### src/rtl/pipe_skid_reg.sv
// Two-entry valid/ready pipeline register with skid buffer, flush and saturating stall counter.
// All outputs come straight from flops, so neither handshake path is combinational through the block.
//
//   state | meaning
//   EMPTY | nothing held; out_valid=0, in_ready=1
//   ONE   | main register holds the head beat; out_valid=1, in_ready=1
//   FULL  | main and skid both hold beats; out_valid=1, in_ready=0
module pipe_skid_reg #(
  parameter int WIDTH = 32,
  parameter int CNT_W = 16
) (
  input  logic             clk,
  input  logic             clr,
  input  logic             flush,
  input  logic             in_valid,
  input  logic [WIDTH-1:0] in_data,
  output logic             in_ready,
  output logic             out_valid,
  output logic [WIDTH-1:0] out_data,
  input  logic             out_ready,
  output logic [CNT_W-1:0] stall_cnt
);

  typedef enum logic [1:0] {EMPTY, ONE, FULL} state_e;

  state_e           state_q, state_d;
  logic [WIDTH-1:0] main_q, main_d;
  logic [WIDTH-1:0] skid_q, skid_d;
  logic             out_valid_q, out_valid_d;
  logic             in_ready_q, in_ready_d;
  logic [CNT_W-1:0] stall_cnt_q, stall_cnt_d;
  logic             in_fire, out_fire;

  assign in_fire  = in_valid & in_ready_q;
  assign out_fire = out_valid_q & out_ready;

  always_comb begin
    state_d     = state_q;
    main_d      = main_q;
    skid_d      = skid_q;
    stall_cnt_d = stall_cnt_q;

    unique case (state_q)
      EMPTY: begin
        if (in_fire) begin
          main_d  = in_data;
          state_d = ONE;
        end
      end
      ONE: begin
        if (in_fire && out_fire) begin
          main_d = in_data;
        end else if (in_fire) begin
          skid_d  = in_data;
          state_d = FULL;
        end else if (out_fire) begin
          state_d = EMPTY;
        end
      end
      FULL: begin
        if (out_fire) begin
          main_d  = skid_q;
          state_d = ONE;
        end
      end
      default: state_d = EMPTY;
    endcase

    // Flush drops whatever the handshake did this cycle but keeps register contents.
    if (flush) begin
      state_d = EMPTY;
      main_d  = main_q;
      skid_d  = skid_q;
    end

    if (out_valid_q && !out_ready && (stall_cnt_q != {CNT_W{1'b1}}))
      stall_cnt_d = stall_cnt_q + 1'b1;

    out_valid_d = (state_d != EMPTY);
    in_ready_d  = (state_d != FULL);
  end

  always_ff @(posedge clk) begin
    if (clr) begin
      state_q     <= EMPTY;
      main_q      <= '0;
      skid_q      <= '0;
      out_valid_q <= 1'b0;
      in_ready_q  <= 1'b1;
      stall_cnt_q <= '0;
    end else begin
      state_q     <= state_d;
      main_q      <= main_d;
      skid_q      <= skid_d;
      out_valid_q <= out_valid_d;
      in_ready_q  <= in_ready_d;
      stall_cnt_q <= stall_cnt_d;
    end
  end

  assign in_ready  = in_ready_q;
  assign out_valid = out_valid_q;
  assign out_data  = main_q;
  assign stall_cnt = stall_cnt_q;

endmodule
### config.mk
export PLATFORM = sky130hd
export DESIGN_NAME = pipe_skid_reg
export DESIGN_NICKNAME = d
export VERILOG_FILES = /design/src/rtl/pipe_skid_reg.sv
export SDC_FILE = /design/constraint.sdc
export NUM_CORES = 1
export LEC_CHECK = 0
export CAP_MARGIN = 40
export CORE_MARGIN = 5
export CORE_UTILIZATION = 45
export CTS_CLUSTER_DIAMETER = 150
export DETAILED_ROUTE_END_ITERATION = 12
export PLACE_DENSITY = 0.73
export SLEW_MARGIN = 20
export SYNTH_ARGS = -nofsm -noshare
export SYNTH_HDL_FRONTEND = slang
export SYNTH_SLANG_ARGS = --single-unit
### constraint.sdc
create_clock -name clk -period 2.7 [get_ports clk]
set_input_delay 0.675 -clock clk [delete_from_list [all_inputs] [get_ports clk]]
set_output_delay 0.675 -clock clk [all_outputs]
set_load 0.005 [all_outputs]
==> qor.yml, run 1 <==
setup_violations: 0
clkSinkCount: 84
synth_cells: 411
grt_pass1_vias: 3085
synth_top_cell_by_area: "dfxtp_1"
synthAdderAreaFrac: 0.00340
max_slew_margin: 0.494
initial_core_util: 0.455
hp-class: "reg -> reg"
io_buffers: 86
reg2reg_depth: 5
worst-r2r-setup-slack_ns: 0.48
first_pass_iters: 4
htree_levels: 3
netlist_area_um2: 3680
via_count: 3279
ir_drop_mv: 0.217
hold_end: "skid_q[0]"
rsz0062_at_grt: "false"
p_per_area_nw_per_um2: 529
stdcell_area_um2: 4830
path_cells: "ha_1, nand3_2, o41ai_4, nor3_1, mux2_4"
arrival_ns: 2.47
hp-start: "skid_q[0]"
grt_pass1_wl_um: 14300
final_cells: 590
max_stage_delay_ns: 0.80
wl_per_cell_um: 14.9
routed_wl_um: 8810
outcome: "complete, no violations"
synth_top_family_by_area: "compound AO/OA/AOI/OAI gates"
antenna_found_initial: 0
maxCapViolCount: 0
ioPinCount: 87
yosys_warnings: 0
grt_overflow: 0
async_flop_share: 0
hold_viol_final: 0
drc: 0
ys_top_cells_by_area: "dfxtp_1, a21oi_1, mux2i_1, a311oi_1, nand2_1"
die_area_um2: 10100
crit_type: "reg -> reg"
core-area_um2: 8090
placed_cells: 574
synthFlopType: "dfxtp_1"
place_hpwl_um: 5930
avgViaCountPerCell: 5.56
cts_setup_buffers: 0
drive_gt1_frac: 0.0742
num_rows: 33
critPathSlowestCell: "o41ai_4"
whs_path_depth: 2
die_y_um: 100
grt_start_max_net_pins: 65
clockBufferDepth: 2
rr_endpoint: "stall_cnt[9]"
synth-simple-area-share: 0.158
placed_area_um2: 4620
critPathMaxFanout: 15
cp_data_required_time_ns: 2.94
nNetsFinal: 518
worst_setup_path_end_kind: "flip-flop"
post-route-period-util: 0.823
power_leakage_nw: 1.82
finalSetupTns_ns: 0
cts_resized: 0
synthMuxAreaShare: 0.0938
fmax_ghz: 0.450
cts_buffers: 9
post-synth-top-area-fraction: 0.457
synth.distinct_cells: 45
clk_latency_ns: 0.35
root_buffer: "clkbuf_8"
synthesis.nets: 449
drt_iter0_drc: 125
diodes: 0
cts_hold_buf: 0
rr_startpoint: "stall_cnt[0]"
synth_edf_count: 0
clk_pin_slew_worst_paths_ns: 0.09
synth-seq-cells: 84
drtAntennaViolNets: 0
drv_slew: 0
cts_tree: "built"
min_period_ns: 2.22
worst_slew_pin_slew_ns: 0.756
syn2layout_area_growth_pct: 31.4
grtUsageTotal: 0.174
die_w_um: 100
synth_area_per_cell_um2: 8.95
place_congestion: 0.807
fin_skew_ns: 0.0110
crit_path_start_kind: "flip-flop"
synthXorXnorAreaFrac: 0.00476
synth_compound_area_frac: 0.235
ys_seq_area_frac: 0.457
==> cell usage in the layout (no fill, tap or decap), types with 6 or more instances in the layout <==
master and n:
nand2_1 71, clkdlybuf4s50_1 85, dfxtp_1 84, clkbuf_8 11, a21oi_1 77, nand3_1 6, nor2_1 9, or3_1 6
a311oi_1 32, mux2i_1 33
==> synthesized netlist by cell type (all sizes together) (3+ instances only) <==
cell type / instances
inv: 4
nand3: 7
nor3: 3
nor2: 9
and4: 3
nand4: 5
nand2: 71
or3: 6
a311oi: 32
and3: 3
or4: 4
o31ai: 4
a21oi: 77
dfxtp: 84
o21ai: 6
clkbuf: 19
buf: 17
mux2i: 33
==> final cells by class <==
| cell class | instances | area (um^2) |
|---|---|---|
| multi-input cells | 287 | 1830 |
| flip-flops and latches | 84 | 1680 |
| clock buffers | 11 | 151 |
| fillers | 737 | 3260 |
| well taps | 105 | 131 |
| repair buffers | 94 | 966 |
| clock inverters | 5 | 58.8 |
| inverters | 4 | 15.0 |
==> per-stage QoR <==
| step | total power (W) | setup WS (ns) | hold slack, ns | util |
|---|---|---|---|---|
| 2_1_floorplan | 0.00148 | 0.813 | 0.436 | - |
| 3_3_place_gp | 0.00165 | 0.299 | 0.441 | 0.571 |
| 3_5_place_dp | 0.00166 | 0.232 | 0.446 | 0.571 |
| 4_1_cts | 0.00259 | 0.476 | 0.458 | 0.597 |
| 5_1_grt | 0.00266 | 0.345 | 0.473 | 0.597 |
| 6_report | 0.00256 | 0.477 | 0.458 | 0.597 |
==> report_power, final <==
group	internal, W	switching (W)
registers	0.00128	0.0000268
clock network	0.000480	0.000453
logic	0.000174	0.000144
total	0.00194	0.000623
==> per-layer routing <==
layer  track usage  wire length, um  vias up
met5             0                0        -
met4        0.0528               67        0
met3        0.0438              425        4
met2         0.311             4560       81
met1         0.204             3760     1542
li1              -                -     1652
==> cells by family after synthesis <==
family,Yosys count
flip-flops,84
multiplexers,34
XOR/XNOR,2
buffers and inverters,40
AND/OR/NAND/NOR,118
AO/OA/AOI/OAI,132
adder cells (fa/ha/maj),1
==> state kept, by name, indices dropped and copies added (netlist names) <==
signal	cells
in_ready	1
stall_cnt	16
out_data	32
skid_q	32
state_q	2
out_valid	1
==> worst max path at each step <==
stage	slack, ns	end	from
5_1_grt	0.34	stall_cnt[9]	stall_cnt[0]
4_1_cts	0.48	stall_cnt[9]	stall_cnt[0]
3_5_place_dp	0.23	stall_cnt[11]	out_ready
6_report	0.48	stall_cnt[9]	stall_cnt[0]
2_1_floorplan	0.81	skid_q[28]	out_ready
3_3_place_gp	0.30	stall_cnt[11]	out_ready
==> critical path, delay by kind of cell, from the launching register on <==
kind | cells | cell delay [ns]
AOI/OAI and AO/OA | 1 | 0.80
DFF | 1 | 0.41
adders and majority gates | 1 | 0.24
and+or+nand+nor | 2 | 0.34
muxes | 1 | 0.33
(Power assumes the default switching activity.)
==> inputs of run 2 (changes only) <==
PLACE_DENSITY = 0.76   (was 0.73)
clock period = 1.96 ns   (was 2.7 ns; I/O delays follow)
==> run 2 against run 1 <==
Count of clock-buffer cells in the layout shrank 2. Flip-flop and latch count is the same. Critical path depth shrank 3. First-iteration DRC count shrank 32%. Cell count grew 3.2%. Setup slack lost 0.38 ns. Combinational power grew 46%. Core utilization grew 2.3 points. Die area is the same.
==> qor.yml, run 2 (synthesis results as in run 1) <==
outcome: "complete, no violations"
num_rows: 33  # unchanged
path_buf_inv: 2  # +2
diodes: 0  # unchanged
p_switching_w: 0.000874  # +40%
via_count: 3315  # +1.1%
placed_cells: 591  # +3.0%
arrival_ns: 1.37  # -1.10 ns
p_clk_frac: 0.352  # -0.012
stdcell_area_um2: 5020  # +3.8%
critical-path-top-delay-family: "buffers and inverters"
routed_wl_um: 8830  # +0.28%
min_period_ns: 1.86
internal-power_w: 0.00262  # +35%
rr_startpoint: "stall_cnt[7]"
die_w_um: 100  # unchanged
die_y_um: 100  # unchanged
combPwrFrac: 0.132  # +0.008
cts_tree: "built"
clkSinkCount: 84  # unchanged
critPathMaxFanout: 7  # -8
fmax_ghz: 0.538
htree_levels: 3  # unchanged
cts_buffers: 9  # unchanged
crit_type: "reg -> out"
setup_violations: 0  # unchanged
grtUsageTotal: 0.173  # -0.000993
die_area_um2: 10100  # unchanged
place_congestion: 0.803  # -0.41%
rsz0062_at_grt: "false"
drc: 0  # unchanged
clk_pin_slew_worst_paths_ns: 0.09  # about the same
drt_iter0_drc: 85  # -32%
nFillCells: 733  # -0.54%
hp-class: "reg -> reg"
maxCapViolCount: 0  # unchanged
sequentialPowerShare: 0.516  # +0.004
critPathSlowestCell: "clkdlybuf4s50_1"
drv_slew: 0  # unchanged
hold_viol_final: 0  # unchanged
fin_skew_ns: 0.0145  # +0.00342 ns
final_common_cell: "clkdlybuf4s50_1"
ioPinCount: 87  # unchanged
first_pass_iters: 4  # unchanged
worst_slew_pin_slew_ns: 0.400  # -0.356 ns
nNetsFinal: 537  # +3.7%
path_cells: "buf_4, clkdlybuf4s50_1"
initial_core_util: 0.455  # unchanged
place_hpwl_um: 5970  # +0.67%
grt_pass1_vias: 3086  # +0.032%
clockBufferDepth: 2  # unchanged
worst-r2r-setup-slack_ns: 0.23  # -0.25 ns
grt_start_max_net_pins: 49  # -25%
critPathCapture: "stall_cnt[8]"
root_buffer: "clkbuf_8"
power_leakage_nw: 1.94  # +6.8%
reg2reg_depth: 6  # +1
cts_hold_buf: 0  # unchanged
max_slew_margin: 0.730  # +0.236
cp_data_required_time_ns: 1.47  # -1.47 ns
worst_setup_path_end_kind: "primary output"
io_buffers: 86  # unchanged
hp-start: "skid_q[22]"
post-route-period-util: 0.949
grt_overflow: 0  # unchanged
syn2layout_area_growth_pct: 36.4
grt_pass1_wl_um: 14300  # -0.15%
drtAntennaViolNets: 0  # unchanged
switching_share: 0.250  # +0.00640
antenna_found_initial: 0  # unchanged
placed_area_um2: 4800  # +3.8%
core-area_um2: 8090  # unchanged
avgViaCountPerCell: 5.44  # -2.1%
p_per_area_nw_per_um2: 697  # +32%
final_cell_mix: "clkdlybuf4s50_1, dfxtp_1, a21oi_1"
rr_endpoint: "stall_cnt[1]"
cp-startpoint: "stall_cnt[8]"
drive_gt1_frac: 0.111  # +0.0369
crit_path_start_kind: "flip-flop"
ir_drop_mv: 0.477  # +120%
max_stage_delay_ns: 0.50  # -0.30 ns
wl_per_cell_um: 14.5  # -2.8%
clk_latency_ns: 0.35  # about the same
crit_cells: 2  # -3
final_cells: 609  # +3.2%
[run 2: changes by cell type in the layout (fill, tap and decap cells not counted), moves of 2 or more]
cell / previous run / this run
buf_4: 4 / 19
buf_12: 4 / 8
clkbuf_8: 11 / 9
clkinv_4: 0 / 3
clkinvlp_4: 2 / 0
[run 2: layer usage]
metal	vias up	GRT usage	routed length [um]
met2	59	0.302	4470
met1	1563	0.211	3960
li1	1686	-	-
met5	-	0	0
met4	0	0.0611	91
met3	7	0.0361	317
[run 2: worst min-delay path: stages, from the launching register on]
cell,delay (ns)
dfxtp_1,0.31
nand2_1,0.05
a21oi_1,0.05
[run 2: power groups by stage]
stage	Clock, W	Combinational (W)	Sequential [W]
floorplan	0	0.000203	0.00184
global placement	0	0.000456	0.00184
detailed placement	0	0.000463	0.00184
CTS	0.00126	0.000464	0.00180
global route	0.00133	0.000504	0.00181
finish	0.00123	0.000463	0.00180
[run 2: timing repair]
item,4_1_cts,5_1_grt
setup buffers,0,2
setup endpoints to repair,0,11
resized for setup,0,2
endpoints found under the hold margin,0,0
[run 2: area by class of cell]
cell class	count	area, um^2	share of cell area
repair buffers	113	1160	0.231
multi-input cells	287	1830	0.364
well taps	105	131	0.0262
clock inverters	7	75.1	0.0150
inverters	4	15.0	0.00299
flip-flops and latches	84	1680	0.335
clock buffers	9	124	0.0247
[run 2: worst min-delay path by stage]
| stage | to | cells after the start | slack (ns) |
|---|---|---|---|
| 2_1_floorplan | skid_q[0] | 2 | 0.44 |
| 3_3_place_gp | skid_q[8] | 2 | 0.44 |
| 3_5_place_dp | skid_q[27] | 2 | 0.45 |
| 4_1_cts | skid_q[31] | 2 | 0.46 |
| 5_1_grt | skid_q[27] | 2 | 0.47 |
| 6_report | skid_q[22] | 2 | 0.45 |
[run 2: metrics by stage]
step / setup WS (ns) / hold WS [ns] / total power, W / util / setup TNS [ns]
5_1_grt: 0.0566 / 0.474 / 0.00364 / 0.620 / 0
3_5_place_dp: -0.293 / 0.447 / 0.00231 / 0.593 / -15.66
6_report: 0.100 / 0.454 / 0.00350 / 0.620 / 0
2_1_floorplan: 0.231 / 0.436 / 0.00204 / - / 0
3_3_place_gp: -0.241 / 0.440 / 0.00230 / 0.593 / -13.24
4_1_cts: 0.0224 / 0.458 / 0.00353 / 0.618 / 0
==> inputs of run 3 (changes only) <==
CTS_CLUSTER_DIAMETER = 60   (was 150)
==> results of run 3 <==
Final layout, timing and power as in run 2 (identical DEF).
